File: config.mk
export PLATFORM = sky130hd
export DESIGN_NAME = gmii_rx_video_flat
export DESIGN_NICKNAME = d
export VERILOG_FILES = /design/src/rtl/gmii_rx_video_if.sv /design/src/rtl/gmii_rx_video.sv /design/src/flat_wrapper.sv
export SDC_FILE = /design/constraint.sdc
export NUM_CORES = 1
export LEC_CHECK = 0
export BUFFER_PORTS_ARGS = -buffer_cell sky130_fd_sc_hd__buf_2
export CORE_AREA = 2 2 107 109
export CTS_CLUSTER_SIZE = 40
export DETAILED_ROUTE_END_ITERATION = 16
export DIE_AREA = 0 0 109 111
export PLACE_DENSITY = 0.75
export SLEW_MARGIN = 20
export SYNTH_ARGS = -nofsm -noshare
export SYNTH_HDL_FRONTEND = slang
export SYNTH_SLANG_ARGS = --single-unit
File: constraint.sdc
create_clock -name rx_clk -period 2.3 [get_ports rx_clk]
set_clock_uncertainty 0.05 [all_clocks]
set_input_delay 0.46 -clock rx_clk [delete_from_list [all_inputs] [get_ports rx_clk]]
set_output_delay 0.46 -clock rx_clk [all_outputs]
set_load 0.02 [all_outputs]
File: src/rtl/gmii_rx_video_if.sv
// rtl/gmii_rx_video_if.sv - GMII receive pins and video FIFO write side
// master drives the PHY pins and FIFO status; slave is the receiver.
interface gmii_rx_video_if;
  logic        rx_dv;
  logic        rx_er;
  logic [7:0]  rxd;
  logic        fifo_full;
  logic        pix_wr_en;
  logic [15:0] pix_data;
  logic [15:0] line_num;
  logic        sof;
  logic        frame_done;
  logic        frame_ok;

  modport master (
    output rx_dv, rx_er, rxd, fifo_full,
    input  pix_wr_en, pix_data, line_num, sof, frame_done, frame_ok
  );

  modport slave (
    input  rx_dv, rx_er, rxd, fifo_full,
    output pix_wr_en, pix_data, line_num, sof, frame_done, frame_ok
  );
endinterface

File: src/rtl/gmii_rx_video.sv
// rtl/gmii_rx_video.sv - GMII receiver for UDP/IPv4 YUV422 line packets
// Filters Eth/IP/UDP headers, writes payload pairs to the video FIFO, checks FCS.
module gmii_rx_video #(
  parameter logic [47:0] my_mac      = 48'h002345678902,
  parameter logic [31:0] my_ip       = {8'd192, 8'd168, 8'd0, 8'd2},
  parameter logic [15:0] my_port     = 16'd12346,
  parameter logic [15:0] packet_size = 16'd1280
) (
  input  logic            rx_clk,
  input  logic            sys_rst_n,
  input  logic            id,
  gmii_rx_video_if.slave  vif
);
  localparam logic [2:0] IDLE    = 3'd0;
  localparam logic [2:0] PRE     = 3'd1;
  localparam logic [2:0] HDR     = 3'd2;
  localparam logic [2:0] RESOL   = 3'd3;
  localparam logic [2:0] PAYLOAD = 3'd4;
  localparam logic [2:0] FCS     = 3'd5;
  localparam logic [2:0] CHECK   = 3'd6;
  localparam logic [2:0] WAIT    = 3'd7;

  localparam logic [15:0] IP_LEN   = packet_size + 16'd30;
  localparam logic [15:0] UDP_LEN  = packet_size + 16'd10;
  localparam logic [11:0] LAST_PAY = 12'(packet_size + 16'd43);
  localparam logic [11:0] LAST_FCS = 12'(packet_size + 16'd47);
  // MSB-first register holding the bit-reversed reflected CRC, so the good-frame residue reads C704DD7B
  localparam logic [31:0] CRC_RESIDUE = 32'hC704DD7B;

  logic [2:0]  state_q, state_d;
  logic [11:0] b_q, b_d;
  logic [31:0] crc_q, crc_d;
  logic        err_q, err_d, ovf_q, ovf_d, dv_q, dv_d;
  logic [7:0]  pair_hi_q, pair_hi_d, line_hi_q, line_hi_d;
  logic        pix_wr_en_q, pix_wr_en_d, sof_q, sof_d;
  logic        frame_done_q, frame_done_d, frame_ok_q, frame_ok_d;
  logic [15:0] pix_data_q, pix_data_d, line_num_q, line_num_d;
  logic [7:0]  mac_lo, ip_lo, hdr_exp;
  logic        hdr_chk;

  assign mac_lo = my_mac[7:0] - {7'd0, id};
  assign ip_lo  = my_ip[7:0] - {7'd0, id};

  function automatic logic [31:0] crc_step(input logic [31:0] c_in, input logic [7:0] d);
    logic [31:0] c;
    c = c_in;
    for (int i = 0; i < 8; i++)
      c = {c[30:0], 1'b0} ^ ((c[31] ^ d[i]) ? 32'h04C11DB7 : 32'h0);
    return c;
  endfunction

  always_comb begin
    hdr_exp = 8'h00;
    hdr_chk = 1'b1;
    case (b_q)
      12'd0:  hdr_exp = my_mac[47:40];
      12'd1:  hdr_exp = my_mac[39:32];
      12'd2:  hdr_exp = my_mac[31:24];
      12'd3:  hdr_exp = my_mac[23:16];
      12'd4:  hdr_exp = my_mac[15:8];
      12'd5:  hdr_exp = mac_lo;
      12'd12: hdr_exp = 8'h08;
      12'd13: hdr_exp = 8'h00;
      12'd14: hdr_exp = 8'h45;
      12'd16: hdr_exp = IP_LEN[15:8];
      12'd17: hdr_exp = IP_LEN[7:0];
      12'd23: hdr_exp = 8'h11;
      12'd30: hdr_exp = my_ip[31:24];
      12'd31: hdr_exp = my_ip[23:16];
      12'd32: hdr_exp = my_ip[15:8];
      12'd33: hdr_exp = ip_lo;
      12'd36: hdr_exp = my_port[15:8];
      12'd37: hdr_exp = my_port[7:0];
      12'd38: hdr_exp = UDP_LEN[15:8];
      12'd39: hdr_exp = UDP_LEN[7:0];
      default: hdr_chk = 1'b0;
    endcase
  end

  always_comb begin
    state_d      = state_q;
    b_d          = b_q;
    crc_d        = crc_q;
    err_d        = err_q;
    ovf_d        = ovf_q;
    dv_d         = vif.rx_dv;
    pair_hi_d    = pair_hi_q;
    line_hi_d    = line_hi_q;
    pix_wr_en_d  = 1'b0;
    pix_data_d   = pix_data_q;
    line_num_d   = line_num_q;
    sof_d        = 1'b0;
    frame_done_d = 1'b0;
    frame_ok_d   = 1'b0;

    if (vif.rx_dv && (state_q == HDR || state_q == RESOL || state_q == PAYLOAD || state_q == FCS)) begin
      crc_d = crc_step(crc_q, vif.rxd);
      b_d   = b_q + 12'd1;
      if (vif.rx_er) err_d = 1'b1;
    end

    case (state_q)
      IDLE: begin
        if (vif.rx_dv && !dv_q) state_d = (vif.rxd == 8'h55) ? PRE : WAIT;
      end
      PRE: begin
        if (!vif.rx_dv) state_d = IDLE;
        else if (vif.rxd == 8'hD5) begin
          state_d = HDR;
          b_d     = 12'd0;
          crc_d   = 32'hFFFFFFFF;
          err_d   = 1'b0;
          ovf_d   = 1'b0;
        end else if (vif.rxd != 8'h55) state_d = WAIT;
      end
      HDR: begin
        if (!vif.rx_dv) state_d = IDLE;
        else if (hdr_chk && vif.rxd != hdr_exp) state_d = WAIT;
        else if (b_q == 12'd41) state_d = RESOL;
      end
      RESOL, PAYLOAD, FCS: begin
        // Once the header is accepted, a truncated frame is still reported as done/bad
        if (!vif.rx_dv) begin
          state_d      = IDLE;
          frame_done_d = 1'b1;
        end else if (state_q == RESOL) begin
          if (b_q == 12'd42) line_hi_d = vif.rxd;
          else begin
            line_num_d = {line_hi_q, vif.rxd};
            sof_d      = 1'b1;
            state_d    = PAYLOAD;
          end
        end else if (state_q == PAYLOAD) begin
          if (!b_q[0]) pair_hi_d = vif.rxd;
          else begin
            pix_data_d = {pair_hi_q, vif.rxd};
            if (vif.fifo_full) ovf_d = 1'b1;
            else pix_wr_en_d = 1'b1;
          end
          if (b_q == LAST_PAY) state_d = FCS;
        end else if (b_q == LAST_FCS) state_d = CHECK;
      end
      CHECK: begin
        frame_done_d = 1'b1;
        frame_ok_d   = (crc_q == CRC_RESIDUE) && !err_q && !ovf_q;
        state_d      = vif.rx_dv ? WAIT : IDLE;
      end
      default: begin
        if (!vif.rx_dv) state_d = IDLE;
      end
    endcase
  end

  always_ff @(posedge rx_clk or negedge sys_rst_n) begin
    if (!sys_rst_n) begin
      state_q      <= IDLE;
      b_q          <= 12'd0;
      crc_q        <= 32'hFFFFFFFF;
      err_q        <= 1'b0;
      ovf_q        <= 1'b0;
      dv_q         <= 1'b0;
      pair_hi_q    <= 8'h00;
      line_hi_q    <= 8'h00;
      pix_wr_en_q  <= 1'b0;
      pix_data_q   <= 16'h0000;
      line_num_q   <= 16'h0000;
      sof_q        <= 1'b0;
      frame_done_q <= 1'b0;
      frame_ok_q   <= 1'b0;
    end else begin
      state_q      <= state_d;
      b_q          <= b_d;
      crc_q        <= crc_d;
      err_q        <= err_d;
      ovf_q        <= ovf_d;
      dv_q         <= dv_d;
      pair_hi_q    <= pair_hi_d;
      line_hi_q    <= line_hi_d;
      pix_wr_en_q  <= pix_wr_en_d;
      pix_data_q   <= pix_data_d;
      line_num_q   <= line_num_d;
      sof_q        <= sof_d;
      frame_done_q <= frame_done_d;
      frame_ok_q   <= frame_ok_d;
    end
  end

  assign vif.pix_wr_en  = pix_wr_en_q;
  assign vif.pix_data   = pix_data_q;
  assign vif.line_num   = line_num_q;
  assign vif.sof        = sof_q;
  assign vif.frame_done = frame_done_q;
  assign vif.frame_ok   = frame_ok_q;
endmodule
File: src/flat_wrapper.sv
// flat-port wrapper written by rule: the top's interface ports become plain ports
module gmii_rx_video_flat 
#(
  parameter logic [47:0] my_mac      = 48'h002345678902,
  parameter logic [31:0] my_ip       = {8'd192, 8'd168, 8'd0, 8'd2},
  parameter logic [15:0] my_port     = 16'd12346,
  parameter logic [15:0] packet_size = 16'd1280
)
  (rx_clk, sys_rst_n, id, vif_rx_dv, vif_rx_er, vif_rxd, vif_fifo_full, vif_pix_wr_en, vif_pix_data, vif_line_num, vif_sof, vif_frame_done, vif_frame_ok);
  gmii_rx_video_if vif_i ();
  input  logic rx_clk;
  input  logic sys_rst_n;
  input  logic id;
  input wire logic [$bits(vif_i.rx_dv)-1:0] vif_rx_dv;
  input wire logic [$bits(vif_i.rx_er)-1:0] vif_rx_er;
  input wire logic [$bits(vif_i.rxd)-1:0] vif_rxd;
  input wire logic [$bits(vif_i.fifo_full)-1:0] vif_fifo_full;
  output wire logic [$bits(vif_i.pix_wr_en)-1:0] vif_pix_wr_en;
  output wire logic [$bits(vif_i.pix_data)-1:0] vif_pix_data;
  output wire logic [$bits(vif_i.line_num)-1:0] vif_line_num;
  output wire logic [$bits(vif_i.sof)-1:0] vif_sof;
  output wire logic [$bits(vif_i.frame_done)-1:0] vif_frame_done;
  output wire logic [$bits(vif_i.frame_ok)-1:0] vif_frame_ok;
  assign vif_i.rx_dv = vif_rx_dv;
  assign vif_i.rx_er = vif_rx_er;
  assign vif_i.rxd = vif_rxd;
  assign vif_i.fifo_full = vif_fifo_full;
  assign vif_pix_wr_en = vif_i.pix_wr_en;
  assign vif_pix_data = vif_i.pix_data;
  assign vif_line_num = vif_i.line_num;
  assign vif_sof = vif_i.sof;
  assign vif_frame_done = vif_i.frame_done;
  assign vif_frame_ok = vif_i.frame_ok;
  gmii_rx_video #(.my_mac(my_mac), .my_ip(my_ip), .my_port(my_port), .packet_size(packet_size)) u_core (.rx_clk(rx_clk), .sys_rst_n(sys_rst_n), .id(id), .vif(vif_i));
endmodule
# Yosys cells after proc, flatten, opt, wreduce, memory -nomap -nowiden
# Cells that the tools add are included.
# word_totals
register_bits,102
in_bits,14
out_inout_bits,36
wordCells,169
# op_classes
add_sub_neg,2
n_eq_ne,48
n_mux,61
bitwise_logic,19
reduce_logical,25
# ops
operator,n
XOR 32 bit,8
two-way mux 27 bit,8
two-way mux 32 bit,4
case mux 8 bit (14 select lines),1
"== test 12 x 6 -> 1 bit, second input constant",8
"== test 12 x 5 -> 1 bit, second input constant",5
two-way mux 12 bit,4
two-way mux 3 bit,16
"== test 12 x 4 -> 1 bit, second input constant",3
"== test 32 bit, second input constant",1
two-way mux 1 bit,25
"== test 12 x 11 -> 1 bit, second input constant",2
"== test 12 x 2 -> 1 bit, second input constant",2
"== test 12 x 3 -> 1 bit, second input constant",2
OR reduction 20 bit,1
case mux 3 bit (5 select lines),1
"adder 12 x 1 -> 12 bit, second input constant",1
"== test 12 x 1 -> 1 bit, second input constant",1
logical NOT 12 bit,1
AND reduction 5 bit,2
"== test 3 bit, second input constant",3
"== test 8 x 7 -> 1 bit, second input constant",1
"== test 8 bit, second input constant",1
"!= test 2 x 1 -> 1 bit, second input constant",4
other kinds (24),50

# Logic depth before layout (Yosys ltp)
# depth
depth_word,28
mapped_depth,10
ltp_nobuf,9

# Least setup slack after synthesis
# OpenSTA, ideal clock, no wires.
# synth_timing
path_kind,register to register
from,register u_core.b_q[0]
to,register u_core.state_q[0]
setup_time_ns,0.120
t_arrival_ns,2.235
required_time_ns,2.130
setup_slack_ns,-0.105
path_stages_with_launch,11
n_path_buf,1
period_less_slack_ns,2.405
path_cell_list,dfrtp_1 inv_1 ha_1 clkbuf_1 or2_2 a221oi_1 o211ai_1 xor2_1 nor4_1 nand4_1 and3_1
# synth_between
elab_chain_len,8
elab_cells_between_ends,40
classes_between,eq/ne (28); mux (5); reduce/logical (7)
# synth_rtl
item,line,rtl
from (decl),gmii_rx_video.sv:31,"logic [11:0] b_q, b_d;"
from (signal assigned),gmii_rx_video.sv:157,b_q <= 12'd0;
from (signal assigned),gmii_rx_video.sv:172,b_q <= b_d;
== test 12 x 5 -> 1 bit (tied with other cells),gmii_rx_video.sv:55,case (b_q)
OR reduction 2 bit (no line),-,
case mux 8 bit (14 select lines),gmii_rx_video.sv:55,
!= test 8 bit,gmii_rx_video.sv:118,else if (hdr_chk && vif.rxd != hdr_exp) state_d = WAIT;
logical AND 1 bit,gmii_rx_video.sv:118,
two-way mux 3 bit,gmii_rx_video.sv:118,
two-way mux 3 bit,gmii_rx_video.sv:117,if (!vif.rx_dv) state_d = IDLE;
case mux 3 bit (5 select lines),gmii_rx_video.sv:102,case (state_q)
to (signal assigned),gmii_rx_video.sv:171,state_q <= state_d;
to (decl),gmii_rx_video.sv:30,"logic [2:0] state_q, state_d;"
# Several ways; a longest one is shown, not always the timed one.
# A chain may end at the register's enable or synchronous reset.

# Worst setup path after layout
# layout_timing
from,register u_core.b_q[0]
to,register u_core.state_q[1]
# The elaborated chain is that of the path after synthesis.

==> qor.yml <==
sta:
  post-route-min-period_ns: 2.32
  min_period_over_period_pct: 101
  setup_viol: 1
  setup_ws_ns: -0.0206
  tightest_slew_ns: 0.661
  fin_setup_tns_ns: -0.0206
  drv_slew: 0
  hold_viol: 0
  slew_headroom_pct: 55.6
  rsz0062_at_grt: "yes"
  fmax_ghz: 0.431
global_routing:
  grt_pass1_vias: 4724
  antenna_found_initial: 0
  grt_use_total_pct: 25.9
  grt_max_degree: 64
  grt_pass1_wl_um: 24400
  overflow: 0
finish:
  layout.nets: 659
  drive_gt1_share_pct: 42.1
  diodes: 0
  areaGrowthSynthToFinish_pct: 23.1
  fin_cells: 789
route:
  first_pass_iters: 4
  drtIter0Drc: 237
  drc: 0
  ant_nets: 0
  via_per_inst: 5.69
  via_count: 4492
  wl_um: 14900
  detail_route.wl_per_cell_um: 18.9
power_and_ir_drop:
  leakagePower_nw: 3.10
  ir_worst_vdd_uv: 1410
  p_per_area_mw_per_mm2: 1680
placed_design:
  hpwlAfterDp_um: 10500
  gp_congestion: 0.881
  port_buffers: 49
  dp.cells: 766
  dp_slack_ns: -0.146
yosys:
  yosysUniqueCellTypes: 64
  syn_area_per_cell_um2: 10.8
  synth-seq-area-share_pct: 44.5
  synth_top_area_share_pct: 30.0
  synthCells: 538
  syn_nets: 556
  synth-async-reset-ratio_pct: 100
  netlist_top_cells_area: "dfrtp_1 (30%), dfstp_2 (14%), mux2_2 (9.3%)"
  yosysWarningCount: 0
  synth_edf_count: 0
  synth_top_flop_cell: "dfrtp_1"
  yosys.area.top_type: "dfrtp_1"
  ys_ff_latch: 102
  syn-cell-area_mm2: 0.00583
critical_path:
  cp_data_arrival_time_ns: 2.49
  path_class: "flip-flop to flip-flop"
  critPathBufInv: 2
  path_cells: "inv_2, ha_2, buf_4, and2_1, o21ai_0, a21oi_2, nor4_4, o21ai_2, a21boi_2, or3_1"
  crit_required_ns: 2.47
  cp_max_fo: 5
  setup.worst_path.start_class: "flip-flop"
  cpPeakStageDelay_ns: 0.44
  cp-end-kind: "flip-flop"
  cp_top_family: "compound AO/OA/AOI/OAI gates"
  cpMaxStageDelayCell: "dfrtp_2"
clocking:
  clkTransAtPathRegs_ns: 0.08
  numCtsBuffers: 9
  cts.sinks: 102
  htreeDepth: 3
  clk_path_buf_depth: 2
  cts_root_buf: "clkbuf_16"
  cts_tree: "built"
  clock_latency_ns: 0.35
floorplan:
  fp.dieW_um: 109
  die_h_um: 111
  ios: 50
  start_util_pct: 52.6
  core_area_mm2: 0.0111
  die_area_mm2: 0.0121
  rows: 39
status:
  violations: "setup timing"
  status: "complete, but fails checks"
hold_path:
  hp-class: "input pin to flip-flop"
flow_run:
  drv_cap: 0
==> final cells by class <==
cell class	instances	area, µm²
Fill cell	829	3900
Multi-Input combinational cell	386	3150
Sequential cell	102	2600
Timing Repair Buffer	131	898
Clock buffer	10	229
Tap cell	143	179
Clock inverter	6	77.6
Inverter	11	41.3
==> state kept, by name, indices dropped and copies added (netlist names) <==
| signal | count |
|---|---|
| u_core.crc_q | 32 |
| u_core.vif.line_num | 16 |
| u_core.vif.pix_data | 16 |
| u_core.b_q | 12 |
| u_core.line_hi_q | 8 |
| u_core.pair_hi_q | 8 |
| u_core.state_q | 3 |
| u_core.dv_q | 1 |
| u_core.err_q | 1 |
| u_core.ovf_q | 1 |
| u_core.vif.frame_done | 1 |
| u_core.vif.frame_ok | 1 |
| u_core.vif.pix_wr_en | 1 |
| u_core.vif.sof | 1 |
==> repair_timing <==
item                       CTS  global route
setup buffers                2             4
hold buffers                 1             0
setup endpoints to repair    3             3
pin swaps                    6            21
gates resized for setup     12            26
hold endpoints to repair    17             0
cloned                       0             0
==> final timing paths <==
check                                    start                 endpoint  slack, ns  cells after the start
min in group asynchronous            sys_rst_n  u_core.vif.pix_data[14]       0.49                      2
min                              vif_fifo_full     u_core.vif.pix_wr_en       0.24                      2
max                              u_core.b_q[0]        u_core.state_q[1]      -0.02                     10
min reg2reg                u_core.pair_hi_q[6]  u_core.vif.pix_data[14]       0.45                      1
max in group asynchronous            sys_rst_n   u_core.vif.pix_data[5]       0.95                      3
max reg2reg                      u_core.b_q[0]        u_core.state_q[1]      -0.02                     10
==> report_power, final <==
group | switching [W] | internal (W)
combinational | 0.00367 | 0.00351
sequential | 0.000593 | 0.00271
clock | 0.000720 | 0.000867
total | 0.00499 | 0.00709
==> per-stage QoR <==
stage	hold WS, ns	utilization [%]	total power (W)	cell area [µm²]
5_1_grt	0.229	64.8	0.0129	7180
3_5_place_dp	0.306	60.1	0.0101	6660
6_report	0.238	64.8	0.0121	7180
2_1_floorplan	0.114	-	0.00809	5830
3_3_place_gp	0.305	60.1	0.00992	6660
4_1_cts	0.236	63.5	0.0119	7030
==> layout by cell type (no fill, tap or decap), types with 4 or more instances in the layout <==
master and count:
buf_2 48, or3_1 6, dfstp_2 32, nand3_1 12, nand4b_1 5, nand2_1 47
clkbuf_16 9, buf_4 78, and3_1 8, dfrtp_2 4, xnor2_2 6, o21ai_0 13
nor2_1 18, nor3_1 7, mux2_2 48, a21oi_1 17, xnor2_1 52, dfrtp_1 66
nand4_1 9, nor2b_1 5, xor2_1 24, inv_1 9, o211ai_1 33
==> worst register-to-register path, delay by kind of cell, from the launching register on <==
family	cells	cell delay, ns
flip-flops	1	0.44
buffers and inverters	2	0.23
AO/OA/AOI/OAI	4	0.65
adder cells (fa/ha/maj)	1	0.21
AND/OR/NAND/NOR	3	0.61
==> cell families (layout without fill, tap and decap cells) <==
group                      Yosys count  in the layout  synth area share, %
muxes                               49             49                 9.44
buffers and inverters               50            158                 3.91
and+or+nand+nor                    149            149                 14.5
xor gates and xnor gates            89             89                 15.8
DFF                                102            102                 44.5
adders and majority gates            5              5                 1.03
AOI/OAI and AO/OA                   94             94                 10.9
==> synth_stat cells (3+ instances only) <==
cell and n:
xnor2_2 6, buf_2 10, a21oi_1 19, nand4_1 9, o21a_1 3, nand2_1 48, inv_1 11, xor2_2 3
o31ai_1 3, or4_1 3, o211ai_1 33, and3_1 8, nor2b_1 6, mux2_2 48, or3_1 6, nor3b_1 3
xnor2_1 52, dfrtp_1 70, nor2_1 18, dfstp_2 32, nand4b_1 5, nand3_1 12, nor4_1 6, nor3_1 7
xor2_1 24, clkbuf_1 24, ha_1 4, o21ai_0 15
==> metal layers <==
layer	global-route usage (%)	share of wire [%]	vias to the layer above
li1	-	-	2104
met1	34.1	41	2261
met2	43.6	52	96
met3	3.88	4.1	31
met4	8.12	2.4	0
met5	0	0	-
No activity file was read; power rests on OpenSTA's default activity.
